==> src/rtl/rsn_ctrl_seq.sv <==
// -----------------------------------------------------------------------------
// rsn_ctrl_seq
//
// Control-side sequencer for a bank of flops that have both an active-low
// asynchronous reset (RN) and an active-low asynchronous set (SETN).
//
// Reset (RST) is asserted asynchronously. It is released synchronously through
// a synchroniser chain, followed by a programmable hold time. Once running,
// a 4-phase req/ack handshake requests a timed SETN or RN low pulse on the
// whole bank. RN and SETN are never low together.
//
// Ports:
//   CLK      in   clock, rising edge
//   RST      in   asynchronous reset, active-high
//   SET_REQ  in   level request for a bulk set pulse (4-phase)
//   CLR_REQ  in   level request for a bulk clear pulse (4-phase); wins ties
//   ACK      out  request completed; held until both requests are low
//   BUSY     out  high whenever the sequencer is not idle
//   RN       out  active-low reset to the flop bank
//   SETN     out  active-low set to the flop bank
//
// All outputs come directly from flops.
// -----------------------------------------------------------------------------
`timescale 1ns / 1ps

module rsn_ctrl_seq #(
    parameter int SYNC_STAGES  = 2,  // reset-release synchroniser depth (>= 2)
    parameter int HOLD_CYCLES  = 4,  // extra cycles RN stays low after release (>= 1)
    parameter int PULSE_CYCLES = 2,  // width of a requested SETN/RN pulse (>= 1)
    parameter int CNT_W        = 4   // holds max(HOLD_CYCLES, PULSE_CYCLES)
) (
    input  logic CLK,
    input  logic RST,
    input  logic SET_REQ,
    input  logic CLR_REQ,
    output logic ACK,
    output logic BUSY,
    output logic RN,
    output logic SETN
);

    typedef enum logic [2:0] {
        RST_HOLD,
        IDLE,
        SET_PULSE,
        CLR_PULSE,
        GUARD,
        ACK_WAIT
    } state_t;

    // Terminal counts: the counter starts at 0 on state entry, so the last
    // cycle of an N-cycle interval is the one where the count equals N-1.
    localparam logic [CNT_W-1:0] HOLD_LAST  = CNT_W'(HOLD_CYCLES - 1);
    localparam logic [CNT_W-1:0] PULSE_LAST = CNT_W'(PULSE_CYCLES - 1);

    state_t                 state_q, state_d;
    logic [CNT_W-1:0]       cnt_q,   cnt_d;
    logic [SYNC_STAGES-1:0] sync_q,  sync_d;
    logic                   rn_q,    rn_d;
    logic                   setn_q,  setn_d;
    logic                   ack_q,   ack_d;
    logic                   busy_q,  busy_d;

    // Synchronised reset: the last stage of the chain.
    logic sync_rst;
    assign sync_rst = sync_q[SYNC_STAGES-1];

    always_comb begin
        // NOTE: every signal written here gets a default first, so no path
        // leaves one unassigned and no latch can be inferred.
        state_d = state_q;
        cnt_d   = cnt_q;
        rn_d    = rn_q;
        setn_d  = setn_q;
        ack_d   = ack_q;
        // The chain only ever shifts zeros in; async reset refills it with ones.
        sync_d  = {sync_q[SYNC_STAGES-2:0], 1'b0};

        unique case (state_q)
            RST_HOLD: begin
                rn_d   = 1'b0;
                setn_d = 1'b1;
                ack_d  = 1'b0;
                if (!sync_rst) begin
                    if (cnt_q == HOLD_LAST) begin
                        state_d = IDLE;
                        cnt_d   = '0;
                        rn_d    = 1'b1;
                    end else begin
                        cnt_d = cnt_q + CNT_W'(1);
                    end
                end
            end

            IDLE: begin
                rn_d   = 1'b1;
                setn_d = 1'b1;
                ack_d  = 1'b0;
                cnt_d  = '0;
                // Clear has priority; a simultaneous set request is dropped.
                if (CLR_REQ) begin
                    state_d = CLR_PULSE;
                    rn_d    = 1'b0;
                end else if (SET_REQ) begin
                    state_d = SET_PULSE;
                    setn_d  = 1'b0;
                end
            end

            SET_PULSE: begin
                rn_d = 1'b1;
                if (cnt_q == PULSE_LAST) begin
                    state_d = GUARD;
                    setn_d  = 1'b1;
                    cnt_d   = '0;
                end else begin
                    cnt_d = cnt_q + CNT_W'(1);
                end
            end

            CLR_PULSE: begin
                setn_d = 1'b1;
                if (cnt_q == PULSE_LAST) begin
                    state_d = GUARD;
                    rn_d    = 1'b1;
                    cnt_d   = '0;
                end else begin
                    cnt_d = cnt_q + CNT_W'(1);
                end
            end

            // One cycle with both pins high gives the bank recovery margin
            // before the requester is told the operation is done.
            GUARD: begin
                rn_d    = 1'b1;
                setn_d  = 1'b1;
                state_d = ACK_WAIT;
                ack_d   = 1'b1;
                cnt_d   = '0;
            end

            ACK_WAIT: begin
                rn_d   = 1'b1;
                setn_d = 1'b1;
                if (!SET_REQ && !CLR_REQ) begin
                    state_d = IDLE;
                    ack_d   = 1'b0;
                    cnt_d   = '0;
                end
            end

            default: begin
                state_d = RST_HOLD;
                cnt_d   = '0;
                rn_d    = 1'b0;
                setn_d  = 1'b1;
                ack_d   = 1'b0;
            end
        endcase

        // Registered BUSY tracks the next state so it is valid with the state.
        busy_d = (state_d != IDLE);
    end

    // Every output is set by the same reset branch, so SETN returns high in
    // the same instant RN falls when RST interrupts a set pulse.
    always_ff @(posedge CLK or posedge RST) begin
        if (RST) begin
            state_q <= RST_HOLD;
            cnt_q   <= '0;
            sync_q  <= '1;
            rn_q    <= 1'b0;
            setn_q  <= 1'b1;
            ack_q   <= 1'b0;
            busy_q  <= 1'b1;
        end else begin
            // NOTE: non-blocking assignments so every flop samples the values
            // from before this edge, independent of statement order.
            state_q <= state_d;
            cnt_q   <= cnt_d;
            sync_q  <= sync_d;
            rn_q    <= rn_d;
            setn_q  <= setn_d;
            ack_q   <= ack_d;
            busy_q  <= busy_d;
        end
    end

    assign RN   = rn_q;
    assign SETN = setn_q;
    assign ACK  = ack_q;
    assign BUSY = busy_q;

endmodule

==> config.mk <==
export PLATFORM = sky130hd
export DESIGN_NAME = rsn_ctrl_seq
export DESIGN_NICKNAME = d
export VERILOG_FILES = /design/src/rtl/rsn_ctrl_seq.sv
export SDC_FILE = /design/constraint.sdc
export NUM_CORES = 1
export LEC_CHECK = 0
export ABC_AREA = 1
export BUFFER_PORTS_ARGS = -buffer_cell sky130_fd_sc_hd__clkbuf_2
export CORE_AREA = 3 3 54 56
export CTS_CLUSTER_DIAMETER = 30
export DETAILED_ROUTE_END_ITERATION = 10
export DIE_AREA = 0 0 57 59
export PLACE_DENSITY = 0.44
export SKIP_CTS_REPAIR_TIMING = 1
export SLEW_MARGIN = 10
export SYNTH_ARGS = -nofsm -noshare
export SYNTH_HDL_FRONTEND = slang
export SYNTH_SLANG_ARGS = --single-unit
==> constraint.sdc <==
create_clock -name CLK -period 3.27 [get_ports CLK]
set_clock_uncertainty 0.15 [all_clocks]
set_input_delay 0.4905 -clock CLK [delete_from_list [all_inputs] [get_ports CLK]]
set_output_delay 0.4905 -clock CLK [all_outputs]
set_load 0.005 [all_outputs]
==> reports/results.tsv, run 1 <==
stage	metric	value	unit
outcome	status	finished clean	
sta	fin_crit	1.57	ns
placed_design	gp_congestion	0.795	
power_and_ir_drop	ir_drop	0.308	mV
worst_setup_path	critPathKind	reg2out	
synth	post-synth-top-area-cell	dfrtp_1	
placed_design	io_buffer_count	7	
floorplanning	ioPinCount	8	
global_routing	antenna_found_initial	0	
flow_run	cap_violations	0	
sta	fin_hold_ws	0.0495	ns
floorplanning	fp-row-count	18	
cells_and_area	area_growth_syn_to_layout	13.7	%
global_routing	grt_pass1_wl	2470	um
cells_and_area	nNetsFinal	114	
cts	cts_tree	done	
synth	seq_area_frac_synth	0.458	
worst_setup_path	cp.depth	1	
synth	synth.area.top_cells	dfrtp_1 (31%), dfstp_2 (15%), nand2_1 (14%), nand3_1 (9.7%), inv_1 (7.8%)	
worst_setup_path	cp.required	2.63	ns
floorplanning	start_util	0.291	
sta	rsz0062_at_grt	false	
sta	slew_viol_final	0	
power_and_ir_drop	cellLeakagePower	0.460	nW
route	drt-total-wl	1430	um
sta	finalHoldViolations	0	
worst_setup_path	rrSetupSlack	1.85	ns
worst_setup_path	crit_path_start	SETN$_DFFE_PP1P_	
worst_setup_path	cp_cell_sequence	clkbuf_2	
sta	fmax	638	MHz
worst_setup_path	cp-end-kind	primary output	
synth	synth_area_per_cell	7.52	um2
global_routing	grt_pass1_vias	597	
synth	synthesis.area	722	um2
placed_design	hpwl	1170	um
worst_setup_path	crit_fanout	2	
power_and_ir_drop	power_density	778	nW/um2
floorplanning	core	2480	um2
cts	cts_buffers	3	
sta	fin_crit_sh	0.479	
cts	cts_buffer_depth	2	
route	route.detailed.drc	0	
worst_setup_path	cpMaxStageDelayCell	dfstp_2	
global_routing	grt_max_degree	14	
cts	cts.sinks	13	
cts	root_buffer	clkbuf_4	
cts	cts.clk_slew.worst_paths	0.09	ns
worst_setup_path	worst-path-buf-inv	1	
synth	synth_cells	96	
worst_setup_path	crit-reg2reg-launch	cnt_q[1]$_DFFE_PP0P_	
synth	ys_types	20	
route	drt_first_pass_iters	2	
hold_path	min-delay-path-class	in2async	
cells_and_area	final_layout_size_suffix_gt1_frac	0.196	
synth	synth_nets	102	
synth	ys_warn_count	0	
route	wl_per_cell	10.5	um
route	viasPerCell	4.45	
cts	clock_latency	0.27	ns
cells_and_area	antenna_cells	0	
cells_and_area	n_fill_cell	284	
synth	synth_top_area_frac	0.312	
floorplanning	die_h	59	um
route	via_count	610	
route	initialDrtViolationCount	14	
floorplanning	die-width	57	um
cts	htree_levels	1	
worst_setup_path	cp_data_arrival_time	0.93	ns
worst_setup_path	cp_top_family	flip-flops	
global_routing	track_usage	0.0957	
worst_setup_path	crit_path_max_incr_delay	0.54	ns
floorplanning	die_area	3360	um2
worst_setup_path	r2r_end	cnt_q[1]$_DFFE_PP0P_	
global_routing	grt_overflow_total	0	
worst_setup_path	ff2ff_path_depth	7	
cells_and_area	final_cell_mix	nand2_1 (27), inv_1 (15), nand3_1 (14)	
worst_setup_path	endpoint	SETN	
route	ant_nets	0	
synth	ys_seq_elements	13	
sta	setup_viol	0	
worst_setup_path	startpoint_type	register	
sta	finalSetupTns	0	ns
cells_and_area	final_common_cell	nand2_1	
-- worst register-to-register path: stages, from the launching register on --
cell and delay [ns]:
dfrtp_1 0.42, inv_1 0.07, ha_1 0.15, nand3_2 0.14, nand2_1 0.15, o21ai_0 0.11, nand3_1 0.07, nand2_1 0.05
-- area by class of cell --
| class | count | area, um2 | area share |
|---|---|---|---|
| clock buffers | 4 | 26.3 | 0.0320 |
| inverters | 17 | 63.8 | 0.0777 |
| multi-input cells | 66 | 328 | 0.399 |
| flip-flops and latches | 13 | 330 | 0.402 |
| well taps | 30 | 37.5 | 0.0457 |
| repair buffers | 7 | 35.0 | 0.0427 |
-- through the flow --
step / util / worst slack [ns] / std cells / instance area, um2 / total power [mW]
after global placement: 0.321 / 1.74 / 133 / 795 / 0.554
after global routing: 0.331 / 1.65 / 137 / 821 / 0.713
after CTS: 0.331 / 1.68 / 137 / 821 / 0.652
after floorplan: - / 1.93 / 96 / 722 / 0.467
after detailed placement: 0.321 / 1.73 / 133 / 795 / 0.548
final: 0.331 / 1.70 / 137 / 821 / 0.638
-- kinds of logic (layout without fill, tap and decap cells) --
group,count (synthesis),count (layout),synth area share
buffers and inverters,17,28,0.0884
XOR/XNOR,1,1,0.0121
other,1,1,0.00519
flip-flops,13,13,0.458
AND/OR/NAND/NOR,54,54,0.338
adder cells (fa/ha/maj),2,2,0.0347
AO/OA/AOI/OAI,8,8,0.0641
-- routing by layer --
metal / wire [um] / global-route usage / up-vias
li1: - / - / 323
met1: 665 / 0.110 / 280
met2: 703 / 0.168 / 7
met3: 65 / 0.0392 / 0
met4: 0 / 0.0199 / 0
met5: 0 / 0 / -
-- cell usage after synthesis --
cell,number
nor2_1,6
o21bai_1,1
nand3_1,14
o21ai_2,1
nor2_4,1
a21oi_1,3
ha_1,2
nor2_2,2
nand4_1,1
nand3_2,1
dfrtp_1,9
o21ai_1,1
nor3_1,2
inv_1,15
conb_1,1
xor2_1,1
dfstp_2,4
o21ai_0,2
nand2_1,27
inv_2,2
-- registers in the layout, summed over array words and instances, names as in the netlist --
signal and flops:
state_q 3, SETN 1, sync_q 2, cnt_q 4, ACK 1, BUSY 1, RN 1
-- where the power goes --
| group | internal (mW) | leakage (nW) | switching, mW |
|---|---|---|---|
| Clock | 0.0472 | 0.0150 | 0.0518 |
| Combinational | 0.0998 | 0.285 | 0.183 |
| Sequential | 0.213 | 0.160 | 0.0431 |
| Total | 0.360 | 0.460 | 0.278 |
-- how the worst min path moves through the flow --
stage / slack (ns) / from / to / depth (start not counted)
2_1_floorplan: 0.20 / sync_q[0]$_DFF_PP1_ / sync_q[1]$_DFF_PP1_ / 0
3_3_place_gp: 0.20 / sync_q[0]$_DFF_PP1_ / sync_q[1]$_DFF_PP1_ / 0
3_5_place_dp: 0.20 / sync_q[0]$_DFF_PP1_ / sync_q[1]$_DFF_PP1_ / 0
4_1_cts: 0.07 / RST / cnt_q[0]$_DFFE_PP0P_ / 2
5_1_grt: 0.11 / RST / state_q[1]$_DFF_PP0_ / 2
6_report: 0.05 / RST / cnt_q[0]$_DFFE_PP0P_ / 2
Power figures use the tool's default switching activity.
==> inputs of run 2 (changes only) <==
ABC_AREA = 0   (was 1)
CORE_AREA = 3 3 53 55   (was 3 3 54 56)
DIE_AREA = 0 0 56 58   (was 0 0 57 59)
PLACE_DENSITY = 0.45   (was 0.44)
clock period = 1.6 ns   (was 3.27 ns; I/O delays follow)
==> reports/results.tsv, run 2 <==
stage	metric	value	unit
outcome	status	finished, violations left	
outcome	violations	setup timing	
floorplanning	die_h	58	um
synth	synth_cells	69	
floorplanning	ioPinCount	8	
cts	root_buffer	clkbuf_4	
synth	ys_top_cells_by_count	dfrtp_1 (9), nand2_1 (6), nor2_1 (5)	
route	drt-total-wl	1260	um
power_and_ir_drop	ir_drop	0.874	mV
sta	fmax	625	MHz
global_routing	grt_overflow_total	0	
worst_setup_path	cp_data_arrival_time	1.66	ns
sta	setup_viol	1	
synth	seq_area_frac_synth	0.472	
synth	ys_seq_elements	13	
route	wl_per_cell	11.0	um
synth	synthArstFlopShare	1.00	
synth	post-synth-top-area-cell	dfrtp_1	
sta	rsz0062_at_grt	true	
cells_and_area	finish.utilization	0.349	
route	viasPerCell	4.68	
cells_and_area	n_fill_cell	266	
synth	ys_warn_count	0	
floorplanning	start_util	0.288	
worst_setup_path	critPathKind	reg2reg	
worst_setup_path	cp-end-kind	register	
synth	synthesis.area	699	um2
sta	finalSetupTns	-0.000157	ns
power_and_ir_drop	power_density	1790	nW/um2
sta	fin_hold_ws	0.195	ns
global_routing	antenna_found_initial	0	
floorplanning	core	2430	um2
flow_run	cap_violations	0	
route	ant_nets	0	
synth	synth_area_per_cell	10.1	um2
worst_setup_path	cp.required	1.66	ns
global_routing	track_usage	0.0869	
synth	synth.area.top_cells	dfrtp_1 (32%), dfstp_2 (15%), ha_1 (3.6%), nand2_1 (3.2%), o21ai_0 (2.9%)	
synth	synth_top_area_frac	0.322	
cts	cts_tree	done	
power_and_ir_drop	power	1.52	mW
power_and_ir_drop	cellLeakagePower	0.377	nW
cells_and_area	largest_reg_flops	4	
cells_and_area	nNetsFinal	91	
cts	cts.clk_slew.worst_paths	0.09	ns
sta	fin_crit	1.60	ns
placed_design	hpwl	968	um
cts	cts_buffer_depth	2	
floorplanning	die_area	3250	um2
synth	ys.flop_type	dfrtp_1	
sta	slew_viol_final	0	
route	route.detailed.drc	0	
cells_and_area	largest-register	cnt_q	
route	drt_first_pass_iters	4	
hold_path	min-delay-path-class	in2reg	
cts	cts.sinks	13	
cells_and_area	final_cells	114	
synth	synth_nets	75	
synth	yosysMostFrequentCell	dfrtp_1	
cells_and_area	antenna_cells	0	
sta	fin_crit_sh	1.00	
global_routing	grt_max_degree	14	
placed_design	dpl.cell_count	108	
cts	htree_levels	1	
cells_and_area	area_growth_syn_to_layout	21.3	%
cts	clock_latency	0.27	ns
cells_and_area	final_area	848	um2
cells_and_area	final_cell_mix	dfrtp_1 (9), clkbuf_2 (7), nand2_1 (6)	
sta	worst_slack	-0.000157	ns
floorplanning	fp-row-count	18	
synth	ys_types	34	
cells_and_area	reg.largest.list	cnt_q: 4 flops, state_q: 3 flops, sync_q: 2 flops	
placed_design	place_area	792	um2
cells_and_area	final_common_cell	dfrtp_1	
worst_setup_path	rrSetupSlack	-0.0002	ns
route	initialDrtViolationCount	11	
sta	finalHoldViolations	0	
global_routing	grt_pass1_vias	523	
placed_design	pre_cts_slack	-0.0278	ns
floorplanning	die-width	56	um
placed_design	io_buffer_count	7	
synth	synth-edff-count	0	
placed_design	gp_congestion	0.704	
worst_setup_path	startpoint_type	register	
global_routing	grt_pass1_wl	2190	um
worst_setup_path	crit_fanout	5	
cells_and_area	final_layout_size_suffix_gt1_frac	0.345	
cts	cts_buffers	3	
route	via_count	533	
## run 2: changes by cell type in the layout (fill, tap and decap cells not counted), sizes merged, moves of 2 or more
cell and change:
nor3b +2, nand2 -20, o22ai +2, nor2b +3, nand2b +2, buf +5
inv -13, a21o +2, nand3 -13, a22o +2, nor2 -3
## run 2: layout make-up
class | count | area, um2 | share of cell area
tap | 30 | 37.5 | 0.0442
inverter | 4 | 15.0 | 0.0177
clock buffer | 4 | 26.3 | 0.0310
multi-input combinational | 50 | 357 | 0.420
sequential | 13 | 330 | 0.389
timing repair buffer | 13 | 82.6 | 0.0973
## run 2: cell families (layout without fill, tap and decap cells)
group | Yosys count | after routing | synth area share
simple gates | 27 | 27 | 0.229
compound gates | 20 | 20 | 0.222
flops | 13 | 13 | 0.472
buf+inv | 6 | 21 | 0.0358
fa+ha+maj | 2 | 2 | 0.0358
other cells | 1 | 1 | 0.00536
## run 2: worst max-delay path, stage by stage, from the launching register on
cell	delay [ns]
dfrtp_1	0.42
inv_1	0.07
ha_2	0.16
nor3b_4	0.27
nor2_4	0.07
a21o_1	0.17
a211o_1	0.22
## run 2: metal layers
metal | routed length [um] | share of wire | vias up | global-route usage
li1 | - | - | 273 | -
met2 | 602 | 0.48 | 2 | 0.152
met1 | 611 | 0.49 | 256 | 0.0970
met5 | 0 | 0 | - | 0
met4 | 21 | 0.017 | 0 | 0.0407
met3 | 22 | 0.017 | 2 | 0.0267
## run 2: worst paths after layout
kind                                       from                  end  cells past startpoint
setup / recovery           cnt_q[1]$_DFFE_PP0P_       BUSY$_DFF_PP1_                      6
hold / removal                          CLR_REQ     SETN$_DFFE_PP1P_                      3
setup reg to reg           cnt_q[1]$_DFFE_PP0P_       BUSY$_DFF_PP1_                      6
hold reg to reg             sync_q[0]$_DFF_PP1_  sync_q[1]$_DFF_PP1_                      0
max in group asynchronous                   RST  sync_q[1]$_DFF_PP1_                      3
min in group asynchronous                   RST      ACK$_DFFE_PP0P_                      3
## run 2: power by group
part           switching [mW]  internal, mW  total [mW]  leakage [nW]
Sequential             0.0896         0.448       0.537         0.159
Combinational           0.399         0.380       0.779         0.202
Clock                   0.109        0.0964       0.205        0.0150
Total                   0.598         0.924        1.52         0.377
